<file path="src/rtl/poly_synth_pkg.sv">
// Shared types, tuning constants and the note-to-increment helper
// for the polyphonic voice engine.
package poly_synth_pkg;

  localparam int NOTE_W    = 7;
  localparam int ROM_DEPTH = 128;
  localparam int SAMPLE_HZ = 48000;
  localparam int A4_NOTE   = 69;
  localparam int A4_HZ     = 440;

  typedef enum logic [1:0] {
    WAVE_SAW = 2'b00,
    WAVE_SQR = 2'b01,
    WAVE_TRI = 2'b10,
    WAVE_OFF = 2'b11
  } wave_e;

  typedef enum logic [1:0] {
    EV_IDLE,
    EV_LOOKUP,
    EV_COMMIT
  } ev_state_e;

  // 2^(k/12) in Q16, k = semitones above A
  function automatic logic [31:0] semi_q16(input int k);
    case (k)
      0:       return 32'd65536;
      1:       return 32'd69433;
      2:       return 32'd73561;
      3:       return 32'd77936;
      4:       return 32'd82570;
      5:       return 32'd87480;
      6:       return 32'd92682;
      7:       return 32'd98193;
      8:       return 32'd104032;
      9:       return 32'd110218;
      10:      return 32'd116772;
      default: return 32'd123715;
    endcase
  endfunction

  function automatic logic [63:0] note_inc(input int note,
                                           input int pw);
    int          d;
    int          oct;
    logic [63:0] num;
    d   = note - A4_NOTE + 120;
    oct = d / 12 - 10;
    num = 64'(A4_HZ) * 64'(semi_q16(d % 12));
    num = num << pw;
    if (oct >= 0) num = num << oct;
    else          num = num >> (-oct);
    return num / (64'(SAMPLE_HZ) << 16);
  endfunction

endpackage

</file>
<file path="src/rtl/note_inc_rom.sv">
// Note number to phase increment table, one registered read
// per cycle; contents derive from the package tuning constants.
module note_inc_rom
  import poly_synth_pkg::*;
#(
  parameter int PHASE_W = 20
) (
  input  logic               clk,
  input  logic               reset,
  input  logic [NOTE_W-1:0]  addr_i,
  output logic [PHASE_W-1:0] inc_o
);

  logic [PHASE_W-1:0] tbl [ROM_DEPTH];
  logic [PHASE_W-1:0] inc_q;

  for (genvar g = 0; g < ROM_DEPTH; g++) begin : g_tbl
    assign tbl[g] = PHASE_W'(note_inc(g, PHASE_W));
  end

  always_ff @(posedge clk or posedge reset) begin
    if (reset) inc_q <= '0;
    else       inc_q <= tbl[addr_i];
  end

  assign inc_o = inc_q;

endmodule

</file>
<file path="src/rtl/poly_voice_bank.sv">
// Polyphonic voice engine: note event allocation plus a
// one-voice-per-cycle scan that mixes an averaged sample.
module poly_voice_bank
  import poly_synth_pkg::*;
#(
  parameter int NUM_VOICES = 8,
  parameter int PHASE_W    = 20,
  parameter int OUT_W      = 16,
  parameter int AGE_W      = 8
) (
  input  logic                    clk,
  input  logic                    reset,
  input  logic                    ev_valid,
  output logic                    ev_ready,
  input  logic                    ev_note_on,
  input  logic [NOTE_W-1:0]       ev_note,
  input  logic [1:0]              wave_sel,
  input  logic                    sample_tick,
  output logic signed [OUT_W-1:0] mix_out,
  output logic                    mix_valid,
  output logic [NUM_VOICES-1:0]   voice_active,
  output logic                    steal_pulse,
  output logic                    overrun
);

  localparam int VI_W  = $clog2(NUM_VOICES);
  localparam int ACC_W = OUT_W + VI_W;

  ev_state_e              state_q;
  logic                   on_q;
  logic [NOTE_W-1:0]      lat_q;
  logic [NUM_VOICES-1:0]  active_q;
  logic [NOTE_W-1:0]      note_q  [NUM_VOICES];
  logic [PHASE_W-1:0]     inc_q   [NUM_VOICES];
  logic [PHASE_W-1:0]     phase_q [NUM_VOICES];
  logic [AGE_W-1:0]       age_q   [NUM_VOICES];
  logic                   steal_q;

  logic                   busy_q;
  logic                   pend_q;
  logic                   ovr_q;
  logic                   mv_q;
  logic [VI_W-1:0]        idx_q;
  logic [ACC_W-1:0]       acc_q;
  logic [OUT_W-1:0]       mix_q;

  logic [PHASE_W-1:0]     rom_inc;
  logic                   scan_idle;
  logic                   ev_acc;
  logic                   scan_go;
  logic [NUM_VOICES-1:0]  hit_d;
  logic [VI_W-1:0]        tgt_d;
  logic                   steal_d;
  logic [OUT_W-1:0]       wv_d;
  logic [ACC_W-1:0]       acc_d;

  function automatic logic [OUT_W-1:0] wave_of(
    input logic [PHASE_W-1:0] ph,
    input logic [1:0]         sel
  );
    logic [OUT_W-1:0] p;
    logic [OUT_W-2:0] t;
    logic             msb;
    p   = ph[PHASE_W-1 -: OUT_W];
    msb = p[OUT_W-1];
    t   = msb ? ~p[OUT_W-2:0] : p[OUT_W-2:0];
    unique case (sel)
      WAVE_SAW: return {~msb, p[OUT_W-2:0]};
      WAVE_SQR: return msb
        ? {1'b1, {(OUT_W-2){1'b0}}, 1'b1}
        : {1'b0, {(OUT_W-1){1'b1}}};
      WAVE_TRI: return {~t[OUT_W-2], t[OUT_W-3:0], 1'b0};
      default:  return '0;
    endcase
  endfunction

  note_inc_rom #(
    .PHASE_W (PHASE_W)
  ) u_rom (
    .clk    (clk),
    .reset  (reset),
    .addr_i (lat_q),
    .inc_o  (rom_inc)
  );

  // A tick seen while an event is in flight is held until
  // the FSM is idle so the table never has two writers.
  assign scan_idle = !busy_q && !pend_q;
  assign ev_ready  = (state_q == EV_IDLE) && scan_idle
                     && !sample_tick;
  assign ev_acc    = ev_valid && ev_ready;
  assign scan_go   = (state_q == EV_IDLE)
                     && (pend_q || (sample_tick && scan_idle));

  always_comb begin
    logic            has_hit;
    logic            has_free;
    logic [VI_W-1:0] hit_i;
    logic [VI_W-1:0] free_i;
    logic [VI_W-1:0] old_i;
    hit_d    = '0;
    has_hit  = 1'b0;
    has_free = 1'b0;
    hit_i    = '0;
    free_i   = '0;
    old_i    = '0;
    for (int v = NUM_VOICES - 1; v >= 0; v--) begin
      hit_d[v] = active_q[v] && (note_q[v] == lat_q);
      if (hit_d[v]) begin
        has_hit = 1'b1;
        hit_i   = VI_W'(v);
      end
      if (!active_q[v]) begin
        has_free = 1'b1;
        free_i   = VI_W'(v);
      end
    end
    for (int v = 1; v < NUM_VOICES; v++) begin
      if (age_q[v] > age_q[old_i]) old_i = VI_W'(v);
    end
    if (has_hit)       tgt_d = hit_i;
    else if (has_free) tgt_d = free_i;
    else               tgt_d = old_i;
    steal_d = !has_hit && !has_free;
  end

  always_comb begin
    wv_d  = active_q[idx_q]
            ? wave_of(phase_q[idx_q], wave_sel) : '0;
    acc_d = acc_q + {{VI_W{wv_d[OUT_W-1]}}, wv_d};
  end

  always_ff @(posedge clk or posedge reset) begin
    if (reset) begin
      state_q  <= EV_IDLE;
      on_q     <= 1'b0;
      lat_q    <= '0;
      active_q <= '0;
      steal_q  <= 1'b0;
      for (int v = 0; v < NUM_VOICES; v++) begin
        note_q[v]  <= '0;
        inc_q[v]   <= '0;
        phase_q[v] <= '0;
        age_q[v]   <= '0;
      end
    end else begin
      steal_q <= 1'b0;
      unique case (state_q)
        EV_IDLE: begin
          if (ev_acc) begin
            on_q    <= ev_note_on;
            lat_q   <= ev_note;
            state_q <= EV_LOOKUP;
          end
        end
        EV_LOOKUP: state_q <= EV_COMMIT;
        EV_COMMIT: begin
          state_q <= EV_IDLE;
          if (on_q) begin
            steal_q <= steal_d;
            for (int v = 0; v < NUM_VOICES; v++) begin
              if (VI_W'(v) == tgt_d) begin
                active_q[v] <= 1'b1;
                note_q[v]   <= lat_q;
                inc_q[v]    <= rom_inc;
                phase_q[v]  <= '0;
                age_q[v]    <= '0;
              end else if (active_q[v] && age_q[v] != '1) begin
                age_q[v] <= age_q[v] + 1'b1;
              end
            end
          end else begin
            active_q <= active_q & ~hit_d;
          end
        end
        default: state_q <= EV_IDLE;
      endcase
      if (busy_q && active_q[idx_q])
        phase_q[idx_q] <= phase_q[idx_q] + inc_q[idx_q];
    end
  end

  always_ff @(posedge clk or posedge reset) begin
    if (reset) begin
      busy_q <= 1'b0;
      pend_q <= 1'b0;
      ovr_q  <= 1'b0;
      mv_q   <= 1'b0;
      idx_q  <= '0;
      acc_q  <= '0;
      mix_q  <= '0;
    end else begin
      mv_q <= 1'b0;
      if (sample_tick && !scan_idle) ovr_q <= 1'b1;
      if (sample_tick && scan_idle && state_q != EV_IDLE)
        pend_q <= 1'b1;
      if (scan_go) begin
        pend_q <= 1'b0;
        busy_q <= 1'b1;
        idx_q  <= '0;
        acc_q  <= '0;
      end else if (busy_q) begin
        acc_q <= acc_d;
        idx_q <= idx_q + 1'b1;
        if (idx_q == VI_W'(NUM_VOICES - 1)) begin
          busy_q <= 1'b0;
          mix_q  <= acc_d[ACC_W-1:VI_W];
          mv_q   <= 1'b1;
        end
      end
    end
  end

  assign mix_out      = mix_q;
  assign mix_valid    = mv_q;
  assign voice_active = active_q;
  assign steal_pulse  = steal_q;
  assign overrun      = ovr_q;

endmodule

</file>
<file path="config.mk">
export PLATFORM = sky130hd
export DESIGN_NAME = poly_voice_bank
export DESIGN_NICKNAME = d
export VERILOG_FILES = /design/src/rtl/poly_synth_pkg.sv /design/src/rtl/note_inc_rom.sv /design/src/rtl/poly_voice_bank.sv
export SDC_FILE = /design/constraint.sdc
export NUM_CORES = 2
export LEC_CHECK = 0
export ABC_CLOCK_PERIOD_IN_PS = 25100
export BUFFER_PORTS_ARGS = -buffer_cell sky130_fd_sc_hd__buf_4
export CAP_MARGIN = 20
export CORE_MARGIN = 4
export CORE_UTILIZATION = 55
export CTS_CLUSTER_DIAMETER = 40
export DETAILED_ROUTE_END_ITERATION = 8
export PLACE_DENSITY_LB_ADDON = 0.1
export SYNTH_ARGS = -nofsm -noshare
export SYNTH_HDL_FRONTEND = slang
export SYNTH_HIERARCHICAL = 1
export SYNTH_SLANG_ARGS = --single-unit
</file>
<file path="constraint.sdc">
create_clock -name clk -period 25.1 [get_ports clk]
set_input_delay 7.53 -clock clk [delete_from_list [all_inputs] [get_ports clk]]
set_output_delay 7.53 -clock clk [all_outputs]
set_load 0.01 [all_outputs]
</file>
# Yosys cells after proc, flatten, opt, wreduce, memory -nomap -nowiden
# Memory sizes are Yosys's and may differ from the RTL's. A register that Yosys moved wholly into a read port is not among the register bits.
# Cells that the tools add are included.
[totals]
ff_bits = 501
rom_bits = 2560
in_bits = 14
memories = 1
[op_classes]
addsub = 11
n_lt_le_gt_ge = 16
eq_ne = 37
muxes = 126
bitwise = 14
reduce_logical = 74
[memory_table]
columns = ["name", "words", "word_bits", "rd", "rd_clocked_by_memory_dff", "wr", "line_no", "rtl"]
rows = [
  ["(name not given)", 128, 20, 1, 1, 0, "note_inc_rom.sv:23", "else inc_q <= tbl[addr_i];"],
]
[ops]
columns = ["op", "count"]
rows = [
  ["160-bit 2-to-1 mux", 3],
  ["20-bit 2-to-1 mux", 13],
  ["8-bit 2-to-1 mux", 29],
  ["160-bit bitwise mux", 1],
  ["8-bit binary-select mux with 3-bit select", 6],
  ["20-bit binary-select mux with 3-bit select", 2],
  ["3-bit 2-to-1 mux", 26],
  ["8-bit by 1-bit adder with 8-bit output, second input constant", 8],
  ["8-bit != test, second input constant", 8],
  ["20-bit demux with 3-bit select", 1],
  ["7-bit equality test", 8],
  ["8-bit > comparator", 7],
  ["3-bit AND reduction", 17],
  ["16-bit one-hot mux with 3 select lines", 1],
  ["19-bit 2-to-1 mux", 2],
  ["1-bit 2-to-1 mux", 36],
  ["16-bit 2-to-1 mux", 2],
  ["4-bit greater-or-equal comparator, second input constant", 7],
  ["3-bit inverter with 4-bit output", 7],
  ["1-bit logical AND", 27],
  ["2-bit nonzero test", 11],
  ["20-bit adder", 1],
  ["19-bit adder", 1],
  ["2-bit AND reduction", 9],
  ["other kinds (24)", 45],
]

# Longest topological paths before layout
[logic_depth]
word_depth = 46
mapped_depth = 72
ltp_nobuf = 60

# Hierarchy
# The synthesis kept the hierarchy.
[by_module_without_submodules]
columns = ["module", "instances", "cells_each", "area_each_um2", "seq_area_each_um2"]
rows = [
  ["poly_voice_bank", 1, 2600, 26912.1, 12537.0],
  ["note_inc_rom", 1, 356, 2742.6, 475.5],
]

# Worst setup path before layout
# OpenSTA, ideal clock, no wires.
[synth_path]
path_kind = "input -> output"
start = "input sample_tick"
end = "output ev_ready"
arrival_ns = 8.072
path_slack_ns = 9.498
cell_stages = 1
cell_sequence = "nor4b_1"
[synth_between]
elab_chain_len = 2
[synth_lines]
columns = ["element", "line_no", "rtl"]
rows = [
  ["from (decl)", "poly_voice_bank.sv:18", "input logic sample_tick,"],
  ["1-bit logical NOT", "poly_voice_bank.sv:90", "&& !sample_tick;"],
  ["1-bit logical AND", "poly_voice_bank.sv:90", ""],
  ["to (decl)", "poly_voice_bank.sv:14", "output logic ev_ready,"],
]
# No other way between the ends.

# Worst setup path after layout
[layout_path]
start = "register age_q[59] in the netlist's numbering"
end = "register inc_q[153] in the netlist's numbering"
[layout_between]
elab_chain_len = 42
[layout_lines]
columns = ["element", "line_no", "rtl"]
rows = [
  ["from (decl)", "poly_voice_bank.sv:36", "logic [AGE_W-1:0] age_q [NUM_VOICES];"],
  ["from (signal, indexed assignment)", "poly_voice_bank.sv:169", "age_q[v] <= age_q[v] + 1'b1;"],
  ["8-bit > comparator", "poly_voice_bank.sv:119", "if (age_q[v] > age_q[old_i]) old_i = VI_W'(v);"],
  ["1-bit 2-to-1 mux", "poly_voice_bank.sv:119", ""],
  ["3-bit inverter with 4-bit output (not written as such)", "poly_voice_bank.sv:119", ""],
  ["8-bit binary-select mux with 3-bit select", "poly_voice_bank.sv:119", ""],
  ["8-bit 2-to-1 mux (not written as such) (2 in a row)", "poly_voice_bank.sv:119", ""],
  ["8-bit > comparator", "poly_voice_bank.sv:119", ""],
  ["3-bit 2-to-1 mux", "poly_voice_bank.sv:119", ""],
  ["3-bit inverter with 4-bit output (not written as such)", "poly_voice_bank.sv:119", ""],
  ["[... 24 more ...]", "-", ""],
  ["8-bit binary-select mux with 3-bit select", "poly_voice_bank.sv:119", ""],
  ["8-bit 2-to-1 mux (not written as such) (2 in a row)", "poly_voice_bank.sv:119", ""],
  ["8-bit > comparator", "poly_voice_bank.sv:119", ""],
  ["3-bit 2-to-1 mux *", "poly_voice_bank.sv:119", ""],
  ["3-bit 2-to-1 mux *", "poly_voice_bank.sv:122", "else if (has_free) tgt_d = free_i;"],
  ["3-bit 2-to-1 mux *", "poly_voice_bank.sv:121", "if (has_hit) tgt_d = hit_i;"],
  ["3-bit logical NOT *", "poly_voice_bank.sv:162", "if (VI_W'(v) == tgt_d) begin"],
  ["3-bit AND reduction (no line) *", "-", ""],
  ["to (signal, indexed assignment)", "poly_voice_bank.sv:165", "inc_q[v] <= rom_inc;"],
  ["to (decl)", "poly_voice_bank.sv:34", "logic [PHASE_W-1:0] inc_q [NUM_VOICES];"],
]
# Every way passes the cells marked *; elsewhere a longest branch is shown, timed or not. The select of a mux whose other input is x is not followed.
# A chain may end at the register's enable or synchronous reset.

==> summary.md <==
| Metric | Value |
|---|---|
| Post-route antenna net violation count | `0` |
| Setup ws final | `8.53 ns` |
| Required time worst endpoint | `between 20 and 30 ns` |
| Area grow syn2layout | `11.8%` |
| Post-Syn Area per Cell | `between 10 and 15 µm²` |
| Top FF cell, synth | `dfrtp_1` |
| H-tree levels | `3` |
| # diodes | `0` |
| Most frequent CP cell | `ha_1` |
| Die H | `240 µm` |
| Longest Clk Path Bufs | `3` |
| Ys async rst share | `1.00` |
| Top post-synthesis cells by area | `dfrtp_1, mux2_2, ha_1, nand2_1, a22oi_1` |
| Drt pass-1 iters | `5` |
| Wire length per cell | `23.6 µm` |
| Die W | `240 µm` |
| # setup viols final | `0` |
| Unrepaired setup endpoints after global routing | `false` |
| Initial antenna violation count | `2` |
| Slew Limit Fails | `0` |
| Max incr delay on CP | `~0.86 ns` |
| HP Class | `flop to flop` |
| Mapped Area | `29700 µm²` |
| Clock sinks | `520` |
| Latest clock arrival within the worst-skew pair | `0.63 ns` |
| Worst-margin pin slew | `~1.0 ns` |
| Clock-pin slew on the worst setup and hold paths | `0.05 ns` |
| Distinct cell type count after synthesis | `98` |
| Via density | `6.55` |
| Initial DRC count | `2181` |
| IO buf count | `41` |
| # Max-Cap Violations | `0` |
| Storage cell area | `13000 µm²` |
| Vias in the first global route | `23700` |
| Worst-path maximum fanout | `48` |
| Crit Path Class | `flop to flop` |
| Total Routing Usage GR | `0.299` |
| Post-DP HPWL | `roughly 54000 µm` |
| Via count | `24100` |
| Final min period | `16.57 ns` |
| Core region area | `53000 µm²` |
| Remaining DRCs | `0` |
| Fmax | `60.3 MHz` |
| Clk_skew | `0.0263 ns` |
| CTS tree | `yes` |
| Status | `completed` |
| Arr. time, crit path | `17.07 ns` |
| Syn Nets | `3083` |
| Multi-input logic area | `15400 µm²` |
| Clock Root Buffer | `clkbuf_16` |
| CP Capture Type | `flop` |
| Syn Inst Count | `2956` |
| Top cell type by total area after synthesis | `dfrtp_1` |
| Final #Nets | `3041` |
| Die ar. | `57700 µm²` |
| Resized Gates After CTS | `0` |
| Relative slew slack | `0.322` |
| Slowest CP cell | `or4b_2` |
| Final worst path period share | `0.660` |
| YS warnings | `6` |
| Startpoint types | `flop` |
| Pre-CTS setup slack | `8.91 ns` |
| Final hold violations | `0` |
| Post-CTS Repair Setup Buffers | `0` |
| Yosys top cell area share | `0.439` |
| Worst path top cell family by delay | `compound AO/OA/AOI/OAI gates` |
| WP buf/inv | `5` |
| Hold buffers post-CTS | `0` |
| Initial Utilization | `0.560` |
| Total negative slack | `0 ns` |
| Io pins | `42` |
| FILL cells | `4306` |
| EDFF count, synth | `0` |
| Final wirelength | `around 87000 µm` |
| Pin count of the biggest net entering global routing | `155` |
| #FFs+latches synth | `520` |
| Grt ovf | `0` |
| Layout cell share with drive strength beyond 1 | `0.180` |
| First-pass GRT wire length | `between 100000 and 150000 µm` |
| RD Place Congestion | `0.964` |
| Number of cell rows | `84` |
| Sequential share of the synthesized area | `0.439` |
| CTS Buf Count | `about 80` |
==> through the flow <==
step / cell area [µm²] / hold slack [ns] / std cells / util
after floorplan: 29700 / 0.440 / 2956 / -
after global placement: 30200 / 0.450 / 3517 / 0.569
after detailed placement: 30200 / 0.454 / 3517 / 0.569
after CTS: 33100 / 0.470 / 3671 / 0.626
after global routing: 33200 / 0.478 / 3672 / 0.626
final: 33200 / 0.462 / 3672 / 0.626
==> sequential cells by signal, indices dropped and copies added (netlist names) <==
register and cells:
inc_q 160, phase_q 160, age_q 64, note_q 56, acc_q 19, u_rom/inc_o 19, mix_out 16, voice_active 8
lat_q 7, idx_q 3, state_q 2, busy_q 1, mix_valid 1, on_q 1, overrun 1, pend_q 1
steal_pulse 1
==> layout make-up <==
cell class	instances	share of cell area
Timing Repair Buffer	86	0.0201
Tap cell	688	0.0260
Multi-Input combinational cell	2167	0.465
Sequential cell	520	0.393
Inverter	57	0.00668
Clock inverter	55	0.0222
Clock buffer	99	0.0675
==> cells in the final DEF, fill, tap and decap left out, types with 103 or more instances in the layout <==
| cell type | count |
|---|---|
| a21oi_1 | 114 |
| a22oi_1 | 155 |
| dfrtp_1 | 516 |
| ha_1 | 111 |
| mux2_2 | 234 |
| nand2_1 | 330 |
| nor2_1 | 177 |
| o21ai_0 | 110 |
| o22ai_1 | 185 |
| xor2_1 | 103 |
==> kinds of logic after synthesis <==
| logic type | Yosys count | share of synthesized area |
|---|---|---|
| xor gates and xnor gates | 158 | 0.0469 |
| AOI/OAI and AO/OA | 785 | 0.177 |
| adders and majority gates | 113 | 0.0482 |
| DFF | 520 | 0.439 |
| other | 1 | 0.000126 |
| buffers and inverters | 269 | 0.0437 |
| and+or+nand+nor | 810 | 0.129 |
| muxes | 300 | 0.116 |
==> metal layers <==
layer,track usage,share of wire
met5,0,0.00015
met3,0.0510,0.074
met1,0.418,0.43
met2,0.479,0.47
met4,0.0978,0.028
==> final timing paths <==
| kind | start | endpoint | slack (ns) | depth (start not counted) |
|---|---|---|---|---|
| max in group asynchronous | reset | phase_q[40] | 15.44 | 5 |
| worst max-delay path | age_q[59] | inc_q[153] | 8.53 | 59 |
| worst min-delay path | overrun | overrun | 0.46 | 1 |
| min in group asynchronous | reset | inc_q[122] | 6.83 | 2 |
| worst max register to register | age_q[59] | inc_q[153] | 8.53 | 59 |
| worst min register to register | overrun | overrun | 0.46 | 1 |
==> Yosys cell counts, types with 30 or more instances <==
cell / count
clkbuf_1: 118
a21oi_1: 114
nand4_1: 69
ha_1: 111
o21ai_0: 110
mux2i_1: 51
dfrtp_1: 520
xor2_1: 103
a22oi_1: 155
xnor2_1: 54
nand2_1: 332
nor2_1: 177
inv_1: 53
a211oi_1: 30
buf_2: 33
mux2_2: 234
buf_4: 35
nand3_1: 49
o22ai_1: 185
Power is left out: the tool's default activity adds up to more than one toggle a clock period on the data nets, which glitch-free logic cannot reach.
